<file path="src/rtl/spi_frame_decoder.sv">
// spi_frame_decoder: turns [CMD][DATA] (or [CMD][DATA][CHK]) byte frames into register strobes.
// Optional checksum byte is built only when SPI_FRM_CHKSUM_EN is defined.
module spi_frame_decoder #(
    parameter int NUM_REGS = 16,
    parameter int ADDR_W   = 7
) (
    input  logic              clk,
    input  logic              rst,
    input  logic [7:0]        byte_in,
    input  logic              byte_vld,
    input  logic              frm_clr,
    output logic              wr_en,
    output logic [ADDR_W-1:0] wr_addr,
    output logic [7:0]        wr_data,
    output logic              rd_req,
    output logic [ADDR_W-1:0] rd_addr,
    output logic              frm_done,
    output logic              frm_err,
    output logic [7:0]        frm_cnt
);

    typedef enum logic [1:0] {
        IDLE,
        GOT_CMD,
`ifdef SPI_FRM_CHKSUM_EN
        GOT_DATA,
`endif
        EXEC
    } state_t;

    localparam logic [ADDR_W:0] ADDR_LIM = (ADDR_W + 1)'(NUM_REGS);
    localparam logic [7:0]      CHK_KEY  = 8'hA5;

    state_t     state, state_nxt;
    logic       vld_q;
    logic       accept;
    logic [7:0] cmd_q;
    logic [7:0] data_q;
    logic       frame_ok;
`ifdef SPI_FRM_CHKSUM_EN
    logic       chk_ok_q;
`endif

    function automatic logic addr_ok(input logic [ADDR_W-1:0] a);
        return {1'b0, a} < ADDR_LIM;
    endfunction

    // Level-valid from the deserializer: only the rising edge counts as a new byte.
    assign accept = byte_vld & ~vld_q;

`ifdef SPI_FRM_CHKSUM_EN
    assign frame_ok = addr_ok(cmd_q[ADDR_W-1:0]) & chk_ok_q;
`else
    assign frame_ok = addr_ok(cmd_q[ADDR_W-1:0]);
`endif

    always_ff @(posedge clk or negedge rst) begin
        if (!rst) begin
            state <= IDLE;
        end else begin
            state <= state_nxt;
        end
    end

    always_comb begin
        state_nxt = state;
        if (frm_clr) begin
            state_nxt = IDLE;
        end else begin
            case (state)
                IDLE:    if (accept) state_nxt = GOT_CMD;
`ifdef SPI_FRM_CHKSUM_EN
                GOT_CMD:  if (accept) state_nxt = GOT_DATA;
                GOT_DATA: if (accept) state_nxt = EXEC;
`else
                GOT_CMD: if (accept) state_nxt = EXEC;
`endif
                EXEC:    state_nxt = IDLE;
                default: state_nxt = IDLE;
            endcase
        end
    end

    always_ff @(posedge clk or negedge rst) begin
        if (!rst) begin
            vld_q  <= 1'b0;
            cmd_q  <= '0;
            data_q <= '0;
`ifdef SPI_FRM_CHKSUM_EN
            chk_ok_q <= 1'b0;
`endif
        end else begin
            vld_q <= byte_vld;
            if (accept && !frm_clr) begin
                case (state)
                    IDLE:     cmd_q  <= byte_in;
                    GOT_CMD:  data_q <= byte_in;
`ifdef SPI_FRM_CHKSUM_EN
                    GOT_DATA: chk_ok_q <= (byte_in == (cmd_q ^ data_q ^ CHK_KEY));
`endif
                    default: ;
                endcase
            end
        end
    end

    // All strobes are registered; a concurrent frm_clr suppresses any pending strobe.
    always_ff @(posedge clk or negedge rst) begin
        if (!rst) begin
            wr_en    <= 1'b0;
            wr_addr  <= '0;
            wr_data  <= '0;
            rd_req   <= 1'b0;
            rd_addr  <= '0;
            frm_done <= 1'b0;
            frm_err  <= 1'b0;
            frm_cnt  <= '0;
        end else begin
            wr_en    <= 1'b0;
            rd_req   <= 1'b0;
            frm_done <= 1'b0;
            frm_err  <= 1'b0;
            if (!frm_clr) begin
                if (state == IDLE && accept && byte_in[7] && addr_ok(byte_in[ADDR_W-1:0])) begin
                    rd_req  <= 1'b1;
                    rd_addr <= byte_in[ADDR_W-1:0];
                end
                if (state == EXEC) begin
                    if (frame_ok) begin
                        frm_done <= 1'b1;
                        frm_cnt  <= frm_cnt + 8'd1;
                        if (!cmd_q[7]) begin
                            wr_en   <= 1'b1;
                            wr_addr <= cmd_q[ADDR_W-1:0];
                            wr_data <= data_q;
                        end
                    end else begin
                        frm_err <= 1'b1;
                    end
                end
            end
        end
    end

endmodule

</file>
<file path="config.mk">
export PLATFORM = sky130hd
export DESIGN_NAME = spi_frame_decoder
export DESIGN_NICKNAME = d
export VERILOG_FILES = /design/src/rtl/spi_frame_decoder.sv
export SDC_FILE = /design/constraint.sdc
export NUM_CORES = 1
export LEC_CHECK = 0
export CAP_MARGIN = 0
export CORE_UTILIZATION = 49
export DETAILED_ROUTE_END_ITERATION = 6
export GPL_TIMING_DRIVEN = 0
export HOLD_SLACK_MARGIN = 0.06
export MAX_ROUTING_LAYER = met4
export PLACE_DENSITY = 0.89
export SYNTH_ARGS = -nofsm -noshare
export SYNTH_HDL_FRONTEND = slang
export SYNTH_SLANG_ARGS = --single-unit
</file>
<file path="constraint.sdc">
create_clock -name clk -period 2.6 [get_ports clk]
set_clock_uncertainty 0.2 [all_clocks]
set_input_delay 0.78 -clock clk [delete_from_list [all_inputs] [get_ports clk]]
set_output_delay 0.78 -clock clk [all_outputs]
set_load 0.02 [all_outputs]
</file>
* After elaboration in Yosys (flattened, before gate mapping)
Index checks and enable logic that the tools add are counted.
Cells by class: add/subtract/negate cells 1, magnitude comparators 2, equal/unequal tests 4, muxes and demuxes 16, bitwise operators 4, reductions and logical operators 12
Operator list (count):
- $lt A7 B5 Y1 const B | 2
- $mux W1 | 12
- $add A8 B1 Y8 const B | 1
- $reduce_and A2 Y1 | 4
- $mux W2 | 3
- $ne A3 B3 Y1 const B | 2
- $logic_and A1 B1 Y1 | 4
- $pmux W2 S2 | 1
- $reduce_and A4 Y1 | 1
- $not A1 Y1 | 3
- $reduce_and A3 Y1 | 1
- $eq A2 B1 Y1 const B | 1
- $eq A2 B2 Y1 const B | 1
- $logic_not A2 Y1 | 1
- $and A1 B1 Y1 | 1
- $logic_not A1 Y1 | 1
Storage, ports and cells: flip-flop bits (word level) 53, input port bits 12, output and inout bits 34, logic and storage cells 51

* Depth between registers and ports, before layout
depth in word-level cells 7, gate-level depth with buffers 5, mapped depth without buffers 3

* Worst setup path before layout
Ideal clock, no wire load.
kind in2reg, start input port frm_clr, end register wr_addr[0], library setup time 125 ps, arrival time 2006 ps, setup slack 269 ps, cell stages on the path 4, buffers on the path 1, path through or3b_4 nor3b_4 buf_6 mux2_4
On the way: word-level cells in the longest chain between the ends 2
Ends and longest elaborated chain:
- start, declared | RTL line 11 | input logic frm_clr,
- $not A1 Y1 (no line)
- $reduce_and A4 Y1 (no line)
- end signal, assigned | RTL line 134 | wr_addr <= cmd_q[ADDR_W-1:0];
- end, declared | RTL line 13 | output logic [ADDR_W-1:0] wr_addr,
Every way passes these cells. A chain may end at the register's enable or synchronous reset.

* Final worst setup path
start input port byte_vld, end register rd_addr[1]
On the way: word-level cells in the longest chain between the ends 5
Ends and longest elaborated chain:
- start, declared | RTL line 10 | input logic byte_vld,
- $and A1 B1 Y1 | RTL line 49 | assign accept = byte_vld & ~vld_q;
- $logic_and A1 B1 Y1 (3 in a row) | RTL line 124 | if (state == IDLE && accept && byte_in[7] && addr_ok(byte_in[ADDR_W-1:0])) begin
- $reduce_and A2 Y1 (no line)
- end signal, assigned | RTL line 126 | rd_addr <= byte_in[ADDR_W-1:0];
- end, declared | RTL line 16 | output logic [ADDR_W-1:0] rd_addr,
Every way passes these cells.

==> metrics.txt <==
CTS tree=done; worst hold path type=primary input to async pin; vias post-DR=1240; Worst EP required=~2600 ps; ratio of cells with drive above 1 in the final layout=0.298; GRT overflow=0; synthesized net count=approximately 140; unrepaired setup endpoints after global routing=false; Gate Count Post-Synth=~130; first-pass GRT wire length=slightly below 7 mm; Synth Area per Inst=16.0 µm²; Yosys reg bits=53; status=completed; crit share post-route=0.976; Synth Warn #=0; Critical Path AT=approximately 2500 ps; clock sink count=between 50 and 60; Clock Latency Late Sink=approximately 300 ps; DRC viols=0; top-count cell post-synth=dfrtp_1; Setup WS post-layout=around 64 ps; largest net degree at the start of global routing=44; Compound-Gate Fraction of Synth Area=0; hpwl dp=approximately 2.9 mm; Hold Buf Count CTS=0; Final Hold Vio Count=0; row cnt=23; adder-cell area share of the yosys netlist=0.00607; top post-synthesis cells by area=dfrtp_1 64%, mux2_2 15%, mux2_4 4.4%, xnor2_1 3.4%, nor2b_1 2.1%; Area growth syn-to-layout=32.5%; ys flop type=dfrtp_1; commonest cells in the netlist=53 x dfrtp_1, 27 x mux2_2, 8 x xnor2_1; cell area after synthesis=around 2000 µm²; post-synthesis sequential area ratio=0.644; GPL Wtd Cong=roughly 0.76; post-synthesis mux area share=0.191; Setup crit start kind=primary input; largest family of logic cells by synthesized area=multiplexers; number of I/O pins=46; depth of the CTS H-tree=2; Final nets=200; simple logic cell fraction of the synthesized area=0.111; area share of the largest cell type after synthesis=0.644; Initial Utilization=0.511; TritonCTS Buffers=5; Post-synth EDFFs=0; leakage=between 1 and 1.5 nW; GRT Total Usage=0.216; root buf cell=clkbuf_8; initial antenna violation count=0; crit end category=flop; Port Buffers=45; routed len/inst=between 15 and 20 µm; Clk pin slew, worst setup/hold paths=90 ps; Worst Max-Slew Pin Slew=roughly 630 ps; max-cap violations=0; vias in the first global route=around 1400; final setup violation count=0; max-slew violations=0; final cell count without fillers=roughly 240; maximum vdd ir drop=around 0.41 mV; Max-slew headroom=0.571; Synth async-reset ratio=1.00; die span in x=between 60 and 70 µm; ANT nets after route=0; Placement Setup Slack=-482 ps; die area=roughly 4500 µm²; vias per cell=5.21; min cycle time layout=roughly 2500 ps; Synth Area in XOR/XNOR=0.0340; DP Cell Count=approximately 230; initial drt markers=between 60 and 70; final WL=4.07 mm; largest area contributor in the netlist=dfrtp_1; Core ar.=4030 µm²; total power=roughly 1.7 mW; Antenna diodes=0; power density over the cells=approximately 600 nW/µm²; critical path type=primary input to flop; Clock Tree Buf Depth=2; drt pass-1 iters=4; DIE HEIGHT=~67 µm; fmax=between 300 and 400 MHz; Yosys cell types=25; peak fanout along the critical path=3
-- logic make-up (layout without fill, tap and decap cells) --
logic type,count (synthesis),count (layout)
XOR/XNOR,8,8
adder cells (fa/ha/maj),1,1
buffers and inverters,4,63
flip-flops,53,53
multiplexers,33,33
AND/OR/NAND/NOR,30,30
-- worst max-delay path: stages --
cell and delay [ps]:
clkdlybuf4s50_1 500, or4b_4 520, nor3_4 220, buf_4 160, mux2_2 340
-- per-stage QoR --
| stage | utilization | TNS, ps | instance area, µm² | hold WS, ps |
|---|---|---|---|---|
| after global routing | 0.678 | 0 | 2730 | 149 |
| after floorplan | - | 0 | 2060 | 269 |
| after detailed placement | 0.643 | -11600 | 2590 | 283 |
| after global placement | 0.639 | -50210 | 2570 | 265 |
| after CTS | 0.677 | 0 | 2730 | 147 |
| final | 0.678 | 0 | 2730 | 147 |
-- layer usage --
metal	up-vias	global-route usage	share of wire
met5	-	-	0
met4	0	0.0931	0.024
met3	9	0.0342	0.022
met2	24	0.356	0.55
met1	643	0.262	0.41
li1	564	-	-
-- cell usage in the layout, fill, tap and decap left out, drive strengths merged --
cell type / instances
clkbuf: 7
nor4b: 1
xnor2: 8
and2: 1
or4b: 2
inv: 2
dlygate4sd2: 1
buf: 9
clkdlybuf4s50: 43
nor3: 3
dfrtp: 53
or3b: 1
nand2: 1
ha: 1
nand4: 4
nor2: 3
nor4bb: 1
mux2: 33
and4: 1
nor2b: 7
nor3b: 2
nand3: 3
clkinv: 1
-- where the power goes --
group	switching (mW)	internal, mW
logic	0.0945	0.126
registers	0.0548	0.910
clock network	0.249	0.241
-- repair_timing --
action	in CTS	in global routing
gates cloned	0	0
resized for setup	1	1
endpoints found under the setup margin	24	8
pin swaps	2	0
setup buffers	5	0
-- registers in the layout (all words and copies together) (netlist names) --
signal    flops
cmd_q         8
data_q        8
frm_cnt       8
frm_done      1
frm_err       1
rd_addr       7
rd_req        1
state         2
vld_q         1
wr_addr       7
wr_data       8
wr_en         1
-- final cells by class --
| class | instances | area [µm²] |
|---|---|---|
| timing repair buffer | 51 | 502 |
| sequential | 53 | 1330 |
| clock inverter | 1 | 5.00 |
| inverter | 2 | 7.51 |
| multi-input combinational | 72 | 709 |
| fill | 282 | 1300 |
| buffer | 2 | 22.5 |
| clock buffer | 7 | 96.3 |
| tap | 50 | 62.6 |
-- worst paths after layout --
| kind | start | endpoint | slack [ps] | depth (start not counted) |
|---|---|---|---|---|
| setup / recovery | byte_vld | rd_addr[1] | 60 | 5 |
| hold reg to reg | frm_cnt[7] | frm_cnt[7] | 290 | 1 |
| setup reg to reg | state[1] | rd_addr[1] | 590 | 4 |
| min in group clk | frm_cnt[7] | frm_cnt[7] | 290 | 1 |
| max in group asynchronous | rst | data_q[4] | 1550 | 2 |
| hold / removal | rst | frm_cnt[7] | 150 | 1 |
(Power assumes the default switching activity.)
